**src/rtl/mem_arb_pkg.sv**
```systemverilog
// Shared definitions for the unified-memory port arbiter.
// Holds the funct3 width codes and the owner encoding of the response slot.
package mem_arb_pkg;

  localparam logic [2:0] F3_B  = 3'b000;
  localparam logic [2:0] F3_H  = 3'b001;
  localparam logic [2:0] F3_W  = 3'b010;
  localparam logic [2:0] F3_BU = 3'b100;
  localparam logic [2:0] F3_HU = 3'b101;

  typedef enum logic [1:0] {
    NONE  = 2'd0,
    FETCH = 2'd1,
    LOAD  = 2'd2,
    STORE = 2'd3
  } owner_t;

endpackage

```
**src/rtl/mem_port_arbiter.sv**
```systemverilog
// Single-port memory arbiter between instruction fetch and data access.
// Data has priority. A starvation counter forces a fetch grant after STARVE_MAX consecutive denials.
module mem_port_arbiter
  import mem_arb_pkg::*;
#(
  parameter int ADDR_W     = 8,
  parameter int DATA_W     = 32,
  parameter int STARVE_MAX = 3
) (
  input  logic              clk,
  input  logic              rst,
  input  logic              if_req,
  input  logic [ADDR_W-1:0] if_addr,
  output logic              if_gnt,
  output logic [DATA_W-1:0] if_rdata,
  output logic              if_valid,
  input  logic              d_req,
  input  logic              d_we,
  input  logic [2:0]        d_funct3,
  input  logic [ADDR_W-1:0] d_addr,
  input  logic [DATA_W-1:0] d_wdata,
  output logic              d_gnt,
  output logic [DATA_W-1:0] d_rdata,
  output logic              d_valid,
  output logic              m_read,
  output logic              m_write,
  output logic [2:0]        m_funct3,
  output logic [ADDR_W-1:0] m_addr,
  output logic [DATA_W-1:0] m_wdata,
  input  logic [DATA_W-1:0] m_rdata
);

  localparam logic [3:0] STARVE_LIM = 4'(STARVE_MAX);

  owner_t            owner_q, owner_d;
  logic [3:0]        starve_q, starve_d;
  logic [DATA_W-1:0] if_rdata_q, if_rdata_d;
  logic [DATA_W-1:0] d_rdata_q, d_rdata_d;
  logic              fetch_wins;

  // Grants are combinational so the memory sees the winner in the same cycle.
  always_comb begin
    fetch_wins = if_req & (~d_req | (starve_q == STARVE_LIM));
    if_gnt     = ~rst & fetch_wins;
    d_gnt      = ~rst & d_req & ~fetch_wins;

    m_read   = 1'b0;
    m_write  = 1'b0;
    m_funct3 = 3'b000;
    m_addr   = '0;
    m_wdata  = '0;
    if (if_gnt) begin
      m_read   = 1'b1;
      m_funct3 = F3_W;
      m_addr   = if_addr;
    end else if (d_gnt) begin
      m_read   = ~d_we;
      m_write  = d_we;
      m_funct3 = d_funct3;
      m_addr   = d_addr;
      m_wdata  = d_wdata;
    end
  end

  always_comb begin
    owner_d    = NONE;
    if_rdata_d = if_rdata_q;
    d_rdata_d  = d_rdata_q;
    if (if_gnt) begin
      owner_d    = FETCH;
      if_rdata_d = m_rdata;
    end else if (d_gnt) begin
      owner_d   = d_we ? STORE : LOAD;
      d_rdata_d = d_we ? '0 : m_rdata;
    end

    starve_d = '0;
    if (if_req & ~if_gnt)
      starve_d = (starve_q == STARVE_LIM) ? starve_q : starve_q + 4'd1;
  end

  always_ff @(posedge clk) begin
    if (rst) begin
      owner_q    <= NONE;
      starve_q   <= '0;
      if_rdata_q <= '0;
      d_rdata_q  <= '0;
    end else begin
      owner_q    <= owner_d;
      starve_q   <= starve_d;
      if_rdata_q <= if_rdata_d;
      d_rdata_q  <= d_rdata_d;
    end
  end

  assign if_rdata = if_rdata_q;
  assign d_rdata  = d_rdata_q;
  assign if_valid = (owner_q == FETCH);
  assign d_valid  = (owner_q == LOAD) || (owner_q == STORE);

endmodule

```
**config.mk**
```make
export PLATFORM = sky130hd
export DESIGN_NAME = mem_port_arbiter
export DESIGN_NICKNAME = d
export VERILOG_FILES = /design/src/rtl/mem_arb_pkg.sv /design/src/rtl/mem_port_arbiter.sv
export SDC_FILE = /design/constraint.sdc
export NUM_CORES = 1
export LEC_CHECK = 0
export BUFFER_PORTS_ARGS = -buffer_cell sky130_fd_sc_hd__buf_2
export CORE_MARGIN = 2
export CORE_UTILIZATION = 42
export CTS_CLUSTER_DIAMETER = 50
export DETAILED_ROUTE_END_ITERATION = 8
export GPL_ROUTABILITY_DRIVEN = 0
export PLACE_DENSITY_LB_ADDON = 0.25
export SETUP_SLACK_MARGIN = 0.2
export SYNTH_ARGS = -nofsm -noshare
export SYNTH_HDL_FRONTEND = slang
export SYNTH_SLANG_ARGS = --single-unit
```
**constraint.sdc**
```tcl
create_clock -name clk -period 2.2 [get_ports clk]
set_input_delay 0.22 -clock clk [delete_from_list [all_inputs] [get_ports clk]]
set_output_delay 0.22 -clock clk [all_outputs]
set_load 0.05 [all_outputs]
```
Word level (Yosys, flattened, before mapping)
Cells that the tools add are included.
- bits in registers: 70
- output and inout bits: 113
- input port bits: 88
- word-level logic and storage cells: 41
- multiplexer cells: 14
- add/subtract/negate cells: 1
- reductions and logical operators: 4
- equal/unequal tests: 4
- bitwise operators: 13
- operator list (kind ; number):
    32-bit two-way mux ; 3
    8-bit two-way mux ; 2
    1-bit two-way mux ; 7
    1-bit NOT ; 7
    3-bit two-way mux ; 2
    1-bit bitwise AND ; 5
    4-bit by 1-bit adder with 4-bit output, second input constant ; 1
    2-bit equality test, second input constant ; 2
    4-bit by 2-bit equality test with 1-bit output, second input constant ; 1
    3-bit OR reduction ; 1
    2-bit by 1-bit equality test with 1-bit output, second input constant ; 1
    2-bit AND reduction ; 1
    2-bit OR reduction ; 1
    1-bit logical OR ; 1
    1-bit OR ; 1

Logic depth before layout (Yosys ltp)
Gate-level depths: netlist (run 1).
- depth in word-level cells: 8
- mapped depth: 8
- gate-level depth less buffers: 4

Worst setup path after synthesis (run 1)
Ideal clock, no wire load.
- path type: register to output
- from: register starve_q[0]
- to: output port m_wdata[15]
- cell stages (with the launch flop): 8
- path slack: -0.156 ns
- data required time: 1.980 ns
- path buffers: 3
- arrival time: 2.136 ns
- cells stage by stage: dfxtp_1 > ha_1 > or3b_1 > buf_2 > o211a_1 > buf_6 > clkbuf_1 > and2_1
- longest elaborated chain between the ends: 7
- elaborated cells between the ends (all ways): 8
- those cells by class: eq/ne (1); mux (2); bitwise (5)
- RTL lines (item ; line ; text):
    start: declaration ; mem_port_arbiter.sv:36 ; logic [3:0] starve_q, starve_d;
    start signal: assignment ; mem_port_arbiter.sv:90 ; starve_q <= starve_d;
    4-bit by 2-bit equality test with 1-bit output ; mem_port_arbiter.sv:43 ; fetch_wins = if_req & (~d_req | (starve_q == STARVE_LIM));
    1-bit OR ; mem_port_arbiter.sv:43 ;
    1-bit bitwise AND ; mem_port_arbiter.sv:43 ;
    1-bit NOT ; mem_port_arbiter.sv:45 ; d_gnt = ~rst & d_req & ~fetch_wins;
    1-bit bitwise AND ; mem_port_arbiter.sv:45 ;
    net d_gnt ; mem_port_arbiter.sv:22 ; output logic d_gnt,
    32-bit two-way mux ; mem_port_arbiter.sv:56 ; end else if (d_gnt) begin
    32-bit two-way mux ; mem_port_arbiter.sv:52 ; if (if_gnt) begin
    end: declaration ; mem_port_arbiter.sv:29 ; output logic [DATA_W-1:0] m_wdata,
The timed path passes the listed nets, and every way through them passes these cells.

Worst setup path after layout (run 1)
- from: register starve_q[1]
- to: output port m_wdata[23]
- longest elaborated chain between the ends: 7
- elaborated cells between the ends (all ways): 8
- those cells by class: eq/ne (1); mux (2); bitwise (5)
- RTL lines (item ; line):
    4-bit by 2-bit equality test with 1-bit output (*) ; mem_port_arbiter.sv:43
    1-bit OR (*) ; mem_port_arbiter.sv:43
    1-bit bitwise AND (*) ; mem_port_arbiter.sv:43
    1-bit NOT ; mem_port_arbiter.sv:45
    1-bit bitwise AND ; mem_port_arbiter.sv:45
    32-bit two-way mux ; mem_port_arbiter.sv:56
    32-bit two-way mux (*) ; mem_port_arbiter.sv:52
Mark *: on every way between the ends. The rest lies on a longest branch, timed or not.

==> impl_metrics.json, run 1 <==
{
  "die-area_sq_um": 8020,
  "synth_flop_cell": "dfxtp_1",
  "die_x_um": 89.6,
  "antenna_cells": 0,
  "power_frac_seq_pct": 42.0,
  "syn_area_per_cell_sq_um": 8.54,
  "yosys_warnings": 0,
  "gr-total-overflow": 0,
  "yosysTopAreaCellShare_pct": 45.6,
  "htree_levels": 3,
  "fillCellCount": 577,
  "grt_pass1_wl_um": 14000,
  "numCtsBuffers": 9,
  "io_pins": 201,
  "synth_top_area_cell": "dfxtp_1",
  "setup_ws_ns": -0.0467,
  "track_usage_pct": 22.5,
  "syn_area_sq_um": 3080,
  "synth_fp_nets": 449,
  "seq_area_frac_synth_pct": 45.6,
  "finalClockSkew_ns": 0.0151,
  "core_area_sq_um": 7180,
  "report.final.slew_viol_count": 0,
  "layout-drive-gt1-share_pct": 47.6,
  "comb_power_share_pct": 27.5,
  "initialDrtViolationCount": 121,
  "violations": "negative setup slack",
  "vias": 3236,
  "finalCriticalPeriod_ns": 2.25,
  "power_density_nw_per_um2": 657,
  "status": "finished with violations",
  "fmax_mhz": 445,
  "cts_tree": "built",
  "start_util_pct": 42.9,
  "wire_per_inst_um": 14.0,
  "clock_latency_ns": 0.34,
  "slew-limit-headroom_pct": 64.1,
  "yosysMostFrequentCell": "nand2_1",
  "synth.distinct_cells": 22,
  "finalCoreUtilization_pct": 68.8,
  "drt_wl_total_um": 9380,
  "total_power_uw": 3240,
  "worst_pin_slew_ns": 0.538,
  "synth_edf_count": 0,
  "hold_ws_ns": 0.110,
  "cp_data_arrival_time_ns": 2.03,
  "numPortBuffers": 200,
  "internal_power_uw": 2070,
  "dp_cells": 638,
  "netSwitchingFraction_pct": 36.2,
  "worstPathRequired_ns": 1.98,
  "min_delay_path_depth": 2,
  "p_leak_uw": 0.00239,
  "cap_violations": 0,
  "clock-sinks": 70,
  "cts_hold_buf": 0,
  "ant_nets": 0,
  "worstSetupPathType": "flop to output pin",
  "r2r_cells": 9,
  "cp-startpoint": "starve_q[1]",
  "clkTransAtPathRegs_ns": 0.09,
  "ys_top_cells_by_area": "dfxtp_1 (46%), nand2_1 (12%), mux2i_1 (10%)",
  "grt_max_degree": 35,
  "cts_buffer_depth": 2,
  "instances_no_fill": 668,
  "place_hpwl_um": 6060,
  "rsz0062_at_grt": "true",
  "placementRows": 31,
  "period_share_pct": 102,
  "nNetsFinal": 653,
  "grt_pass1_vias": 3008,
  "setup_viol_count_final": 15,
  "cp-end-kind": "output pin",
  "via_per_inst": 4.84,
  "hp-start": "d_we",
  "ctsRootBufferMaster": "clkbuf_8",
  "peakVddDrop_mv": 0.374,
  "areaGrowthSynthToFinish_pct": 60.5,
  "synthTopCellsByCount": "nand2_1 (96), dfxtp_1 (70), and2_1 (36), inv_1 (34)",
  "firstDrtPassIters": 4,
  "async_flop_share_pct": 0,
  "final-hold-violation-count": 0,
  "chipHeight_um": 89.6,
  "clkPwrFrac_pct": 30.4,
  "synth-seq-cells": 70,
  "startpoint_type": "flop",
  "drc": 0,
  "power_switching_uw": 1170,
  "antenna_found_initial": 0,
  "postSynthCellCount": 360,
  "hold_path_class": "primary input to flop",
  "worstPathMaxFanout": 5,
  "r2r-start": "starve_q[1]"
}
## registers in the layout, summed over array words and instances (netlist names)
register / count
d_rdata: 32
if_rdata: 32
owner_q: 2
starve_q: 4
## final timing paths
check	slack [ns]	to
min reg2reg	0.44	starve_q[0]
max	-0.05	m_wdata[23]
min	0.11	owner_q[0]
max reg2reg	0.12	d_rdata[8]
## repair_timing
action / 4_1_cts / 5_1_grt
buffers inserted: 2 / 9
pin swaps: 2 / 0
setup endpoints to repair: 47 / 47
cloned: 2 / 1
resized for setup: 93 / 20
## final cells by class
| class | count | area, sq um | area share (%) |
|---|---|---|---|
| Clock buffer | 9 | 124 | 2.51 |
| Clock inverter | 7 | 63.8 | 1.29 |
| Inverter | 35 | 131 | 2.66 |
| Multi-Input combinational cell | 224 | 1510 | 30.6 |
| Sequential cell | 70 | 1400 | 28.4 |
| Tap cell | 99 | 124 | 2.51 |
| Timing Repair Buffer | 224 | 1580 | 32.0 |
## per-layer routing
layer	global-route usage [%]	up-vias	share of wire, %
met5	0	-	0
li1	-	1598	-
met1	27.1	1486	42
met4	6.38	0	0.56
met2	39.4	146	50
met3	5.94	6	7.5
## layout by cell type, fill, tap and decap left out, drive strengths merged, types with 3 or more instances in the layout
master    n
buf     223
nand2    96
dfxtp    70
inv      38
and2     36
o32ai    32
mux2i    32
clkbuf    9
a22o      8
o211a     4
nor2      3
a21o      3
## power by group through the flow
| stage | combinational [uW] | sequential, uW | clock (uW) |
|---|---|---|---|
| after detailed placement | 798 | 1390 | 0 |
| after global placement | 791 | 1390 | 0 |
| after floorplan | 357 | 1610 | 0 |
| final | 893 | 1360 | 987 |
| after CTS | 867 | 1360 | 1010 |
| after global routing | 948 | 1370 | 1070 |
## metrics by stage
stage / area [sq um] / setup WS (ns) / TNS [ns]
after global placement: 4230 / 0.214 / 0
after CTS: 4770 / -0.0653 / -0.873
after floorplan: 3150 / 0.184 / 0
final: 4940 / -0.0467 / -0.355
after detailed placement: 4230 / 0.167 / 0
after global routing: 4940 / -0.125 / -2.57
## kinds of logic (layout without fill, tap and decap cells)
group / count (synthesis) / count (layout) / share of synthesized area (%)
flip-flops: 70 / 70 / 45.6
AO/OA/AOI/OAI: 46 / 48 / 13.1
buffers and inverters: 68 / 275 / 9.28
AND/OR/NAND/NOR: 141 / 141 / 20.6
XOR/XNOR: 2 / 2 / 0.570
adder cells (fa/ha/maj): 1 / 1 / 0.407
multiplexers: 32 / 32 / 10.4
## worst max-delay path, stage by stage (launching register included)
cell	delay, ns
dfxtp_2	0.36
ha_4	0.13
or3b_4	0.41
buf_4	0.15
buf_6	0.10
o211a_4	0.25
and2_4	0.14
buf_8	0.14
Power figures use the tool's default switching activity.
==> run 2, diff against run 1 <==
--- a/config.mk
+++ b/config.mk
@@ -12,6 +12,7 @@
 export DETAILED_ROUTE_END_ITERATION = 8
 export GPL_ROUTABILITY_DRIVEN = 0
 export PLACE_DENSITY_LB_ADDON = 0.25
+export RECOVER_POWER = 25
 export SETUP_SLACK_MARGIN = 0.2
 export SYNTH_ARGS = -nofsm -noshare
 export SYNTH_HDL_FRONTEND = slang
==> impl_metrics.json, run 2 (synthesis gave the netlist of run 1 again) <==
{
  "layout-drive-gt1-share_pct": 41.3,
  "cts_hold_buf": 0,
  "clock_latency_ns": 0.34,
  "drc": 0,
  "report.final.slew_viol_count": 0,
  "place_hpwl_um": 6060,
  "power_frac_seq_pct": 42.2,
  "grt_pass1_wl_um": 14000,
  "internal_power_uw": 2060,
  "peakVddDrop_mv": 0.376,
  "die-area_sq_um": 8020,
  "initialDrtViolationCount": 127,
  "startpoint_type": "flop",
  "antenna_cells": 0,
  "grt_pass1_vias": 3008,
  "vias": 3253,
  "use_met3_pct": 5.94,
  "worstPathRequired_ns": 1.98,
  "track_usage_pct": 22.5,
  "firstDrtPassIters": 4,
  "cts_buffer_depth": 2,
  "cap_violations": 0,
  "period_share_pct": 102,
  "power_switching_uw": 1180,
  "finalCoreUtilization_pct": 68.2,
  "layout_commonest_cell": "buf_2",
  "wire_per_inst_um": 14.2,
  "setup_viol_count_final": 12,
  "r2r_cells": 9,
  "die_x_um": 89.6,
  "use_met2_pct": 39.4,
  "dpl_cell_area_sq_um": 4230,
  "numPortBuffers": 200,
  "final-hold-violation-count": 0,
  "worstPathMaxFanout": 5,
  "areaGrowthSynthToFinish_pct": 59.0,
  "grt_max_degree": 35,
  "clock-sinks": 70,
  "p_leak_uw": 0.00225,
  "drt_wl_total_um": 9450,
  "start_util_pct": 42.9,
  "via_per_inst": 4.87,
  "rsz0062_at_grt": "true",
  "numCtsBuffers": 9,
  "htree_levels": 3,
  "placementRows": 31,
  "worstSetupPathType": "flop to output pin",
  "ant_nets": 0,
  "violations": "negative setup slack",
  "hold_ws_ns": 0.113,
  "hold_path_class": "primary input to flop",
  "nNetsFinal": 653,
  "slew-limit-headroom_pct": 58.0,
  "clkPwrFrac_pct": 30.5,
  "min_delay_path_depth": 2,
  "ctsRootBufferMaster": "clkbuf_8",
  "fmax_mhz": 446,
  "setup_ws_ns": -0.0438,
  "design_area_sq_um": 4890,
  "antenna_found_initial": 0,
  "chipHeight_um": 89.6,
  "cts_tree": "built",
  "cp_data_arrival_time_ns": 2.02,
  "gr-total-overflow": 0,
  "worst_pin_slew_ns": 0.633,
  "status": "finished with violations",
  "core_area_sq_um": 7180,
  "netSwitchingFraction_pct": 36.3,
  "finalCriticalPeriod_ns": 2.24,
  "met1_usage_pct": 27.1,
  "clkTransAtPathRegs_ns": 0.09,
  "cp-end-kind": "output pin",
  "io_pins": 201,
  "finalClockSkew_ns": 0.0164,
  "power_density_nw_per_um2": 662,
  "comb_power_share_pct": 27.3,
  "grt_busiest_layer": "met2",
  "final_cell_mix": "buf_2 (117), nand2_1 (96), dfxtp_1 (68), clkbuf_1 (36), buf_6 (36)",
  "r2r_setup_slack_ns": 0.12
}
-- run 2: changes by cell type in the layout (fill, tap and decap cells not counted), sizes merged --
cell / delta
buf: -36
clkbuf: +36
-- run 2: area by class of cell --
| class | instances | area (sq um) |
|---|---|---|
| clock buffers | 9 | 124 |
| clock inverters | 7 | 63.8 |
| fillers | 603 | 2280 |
| inverters | 35 | 131 |
| multi-input cells | 224 | 1510 |
| flip-flops and latches | 70 | 1400 |
| well taps | 99 | 124 |
| repair buffers | 224 | 1530 |
-- run 2: worst max-delay path, cell delays in order, from the launching register on --
cell and delay (ns):
dfxtp_2 0.36, ha_4 0.13, or3b_4 0.41, buf_4 0.15, buf_6 0.10, o211a_4 0.25, and2_4 0.15, buf_8 0.14
-- run 2: power by group through the flow --
stage / logic [uW] / registers, uW / clock network [uW]
after floorplan: 357 / 1610 / 0
after global placement: 791 / 1390 / 0
after detailed placement: 798 / 1390 / 0
after CTS: 867 / 1360 / 1010
after global routing: 938 / 1370 / 1070
final: 885 / 1360 / 987
-- run 2: through the flow --
step           std cells  power, uW  TNS [ns]  setup WS [ns]
5_1_grt              668       3380     -2.57         -0.125
4_1_cts              658       3240    -0.873        -0.0653
6_report             668       3240    -0.301        -0.0438
3_5_place_dp         638       2190         0          0.167
2_1_floorplan        360       1970         0          0.184
3_3_place_gp         638       2180         0          0.214
-- run 2: repair_timing --
action / in CTS / in global routing
endpoints found under the setup margin: 47 / 47
cloned: 2 / 1
pin swaps: 2 / 0
resized for setup: 93 / 20
setup buffers: 2 / 9
-- run 2: routing by layer --
metal / up-vias / routed length [um]
li1: 1602 / -
met1: 1497 / 4040
met2: 146 / 4680
met3: 8 / 672
met4: 0 / 66
met5: - / 0
-- run 2: worst paths after layout --
path / start / end
max: starve_q[1] / m_wdata[23]
min: d_we / owner_q[0]
max reg2reg: starve_q[1] / d_rdata[8]
min reg2reg: starve_q[0] / starve_q[0]
==> run 3, diff against run 2 <==
--- a/config.mk
+++ b/config.mk
@@ -14,6 +14,7 @@
 export PLACE_DENSITY_LB_ADDON = 0.25
 export RECOVER_POWER = 25
 export SETUP_SLACK_MARGIN = 0.2
+export SKIP_CTS_REPAIR_TIMING = 1
 export SYNTH_ARGS = -nofsm -noshare
 export SYNTH_HDL_FRONTEND = slang
 export SYNTH_SLANG_ARGS = --single-unit
==> impl_metrics.json, run 3 (synthesis gave the netlist of run 1 again) <==
{
  "status": "finished with violations",
  "violations": "negative setup slack",
  "clock_latency_ns": 0.34,
  "gr-total-overflow": 0,
  "place_hpwl_um": 6060,
  "cp-end-kind": "output pin",
  "io_pins": 201,
  "ctsRootBufferMaster": "clkbuf_8",
  "report.final.slew_viol_count": 0,
  "rsz0062_at_grt": "true",
  "finalClockSkew_ns": 0.0126,
  "grt_max_degree": 58,
  "start_util_pct": 42.9,
  "antenna_found_initial": 0,
  "hold_path_class": "primary input to flop",
  "chipHeight_um": 89.6,
  "period_share_pct": 104,
  "instances_no_fill": 668,
  "register_area_sq_um": 1400,
  "nNetsFinal": 653,
  "cap_violations": 0,
  "p_leak_uw": 0.00224,
  "drt_wl_total_um": 9550,
  "clkTransAtPathRegs_ns": 0.09,
  "crit_path_end": "m_wdata[3]",
  "slew-limit-headroom_pct": 57.6,
  "numPortBuffers": 200,
  "wire_per_inst_um": 14.3,
  "finalCriticalPeriod_ns": 2.30,
  "initialDrtViolationCount": 115,
  "layout-drive-gt1-share_pct": 42.7,
  "htree_levels": 3,
  "cp_data_arrival_time_ns": 2.08,
  "vias": 3230,
  "hold_ws_ns": 0.105,
  "drc": 0,
  "total_power_uw": 3220,
  "cpPeakStageDelay_ns": 0.39,
  "cts_tree": "built",
  "fillCellCount": 631,
  "layout_commonest_cell": "buf_2",
  "r2r-end": "d_rdata[16]",
  "cp-startpoint": "starve_q[1]",
  "placementRows": 31,
  "worst_pin_slew_ns": 0.639,
  "worstPathCellList": "ha_4 > or3b_4 > buf_4 > buf_6 > o211a_4 > and2_4 > buf_8",
  "firstDrtPassIters": 6,
  "dp_cells": 638,
  "r2r-start": "starve_q[1]",
  "grt_pass1_vias": 2846,
  "setup_viol_count_final": 29,
  "final_cell_mix": "buf_2 (136), nand2_1 (96), dfxtp_1 (68), inv_1 (34), clkbuf_1 (34)",
  "hp-start": "d_we",
  "startpoint_type": "flop",
  "via_per_inst": 4.84,
  "grt_pass1_wl_um": 13000,
  "clock-sinks": 70,
  "multi_input_area_sq_um": 1540,
  "die_x_um": 89.6,
  "worstPathRequired_ns": 1.98,
  "worstSetupPathType": "flop to output pin",
  "die-area_sq_um": 8020,
  "cts_buffer_depth": 2,
  "core_area_sq_um": 7180,
  "setup_ws_ns": -0.0981,
  "track_usage_pct": 20.7,
  "fmax_mhz": 435,
  "r2r_setup_slack_ns": 0.26,
  "final-hold-violation-count": 0,
  "peakVddDrop_mv": 0.369,
  "ant_nets": 0,
  "numCtsBuffers": 9,
  "r2r_cells": 7,
  "antenna_cells": 0,
  "critPathSlowestCell": "or3b_4",
  "areaGrowthSynthToFinish_pct": 55.6,
  "worstPathMaxFanout": 7,
  "power_density_nw_per_um2": 673
}
==> run 3: cell count changes in the layout (fill, tap and decap cells not counted), moves of 2 or more <==
cell      delta
buf_2       +19
buf_6       -19
clkbuf_1     -2
buf_12       -2
and2_4       +7
buf_8        +2
and2_1       -7
==> run 3: worst min-delay path by stage <==
stage,end,slack (ns),cells after the start
floorplan,owner_q[0],0.33,1
global placement,starve_q[0],0.42,1
detailed placement,starve_q[0],0.43,1
CTS,owner_q[0],0.1,2
global route,d_rdata[11],0.11,3
finish,owner_q[0],0.11,2
==> run 3: report_power, final <==
| group | leakage, uW | switching [uW] | internal (uW) |
|---|---|---|---|
| Combinational | 0.00157 | 590 | 279 |
| Clock | 0.0000903 | 554 | 435 |
| Sequential | 0.000574 | 32.5 | 1330 |
| Total | 0.00224 | 1180 | 2050 |
==> run 3: layout make-up <==
class	instances	share of cell area, %
clock buffers	9	2.59
multi-input cells	225	32.2
well taps	99	2.59
repair buffers	223	29.2
clock inverters	7	1.33
inverters	35	2.75
flip-flops and latches	70	29.3
==> run 3: metal layers <==
| metal | wire (um) | GRT usage, % |
|---|---|---|
| met1 | 4000 | 25.8 |
| met2 | 4810 | 35.7 |
| met3 | 681 | 5.58 |
| met4 | 58 | 5.29 |
| met5 | 0 | 0 |
==> run 3: worst max-delay path, delay by kind of cell (launching register included) <==
kind | cells | cell delay (ns)
AO/OA/AOI/OAI | 1 | 0.28
adder cells (fa/ha/maj) | 1 | 0.13
buffers and inverters | 3 | 0.41
flip-flops | 1 | 0.36
AND/OR/NAND/NOR | 2 | 0.54
==> run 3: through the flow <==
stage / worst slack [ns] / setup TNS, ns / area, sq um / util, %
after global routing: -0.159 / -4.83 / 4790 / 66.7
after floorplan: 0.184 / 0 / 3150 / -
after detailed placement: 0.167 / 0 / 4230 / 59.0
after global placement: 0.214 / 0 / 4230 / 59.0
after CTS: -0.223 / -8.70 / 4420 / 61.6
final: -0.0981 / -1.72 / 4790 / 66.7
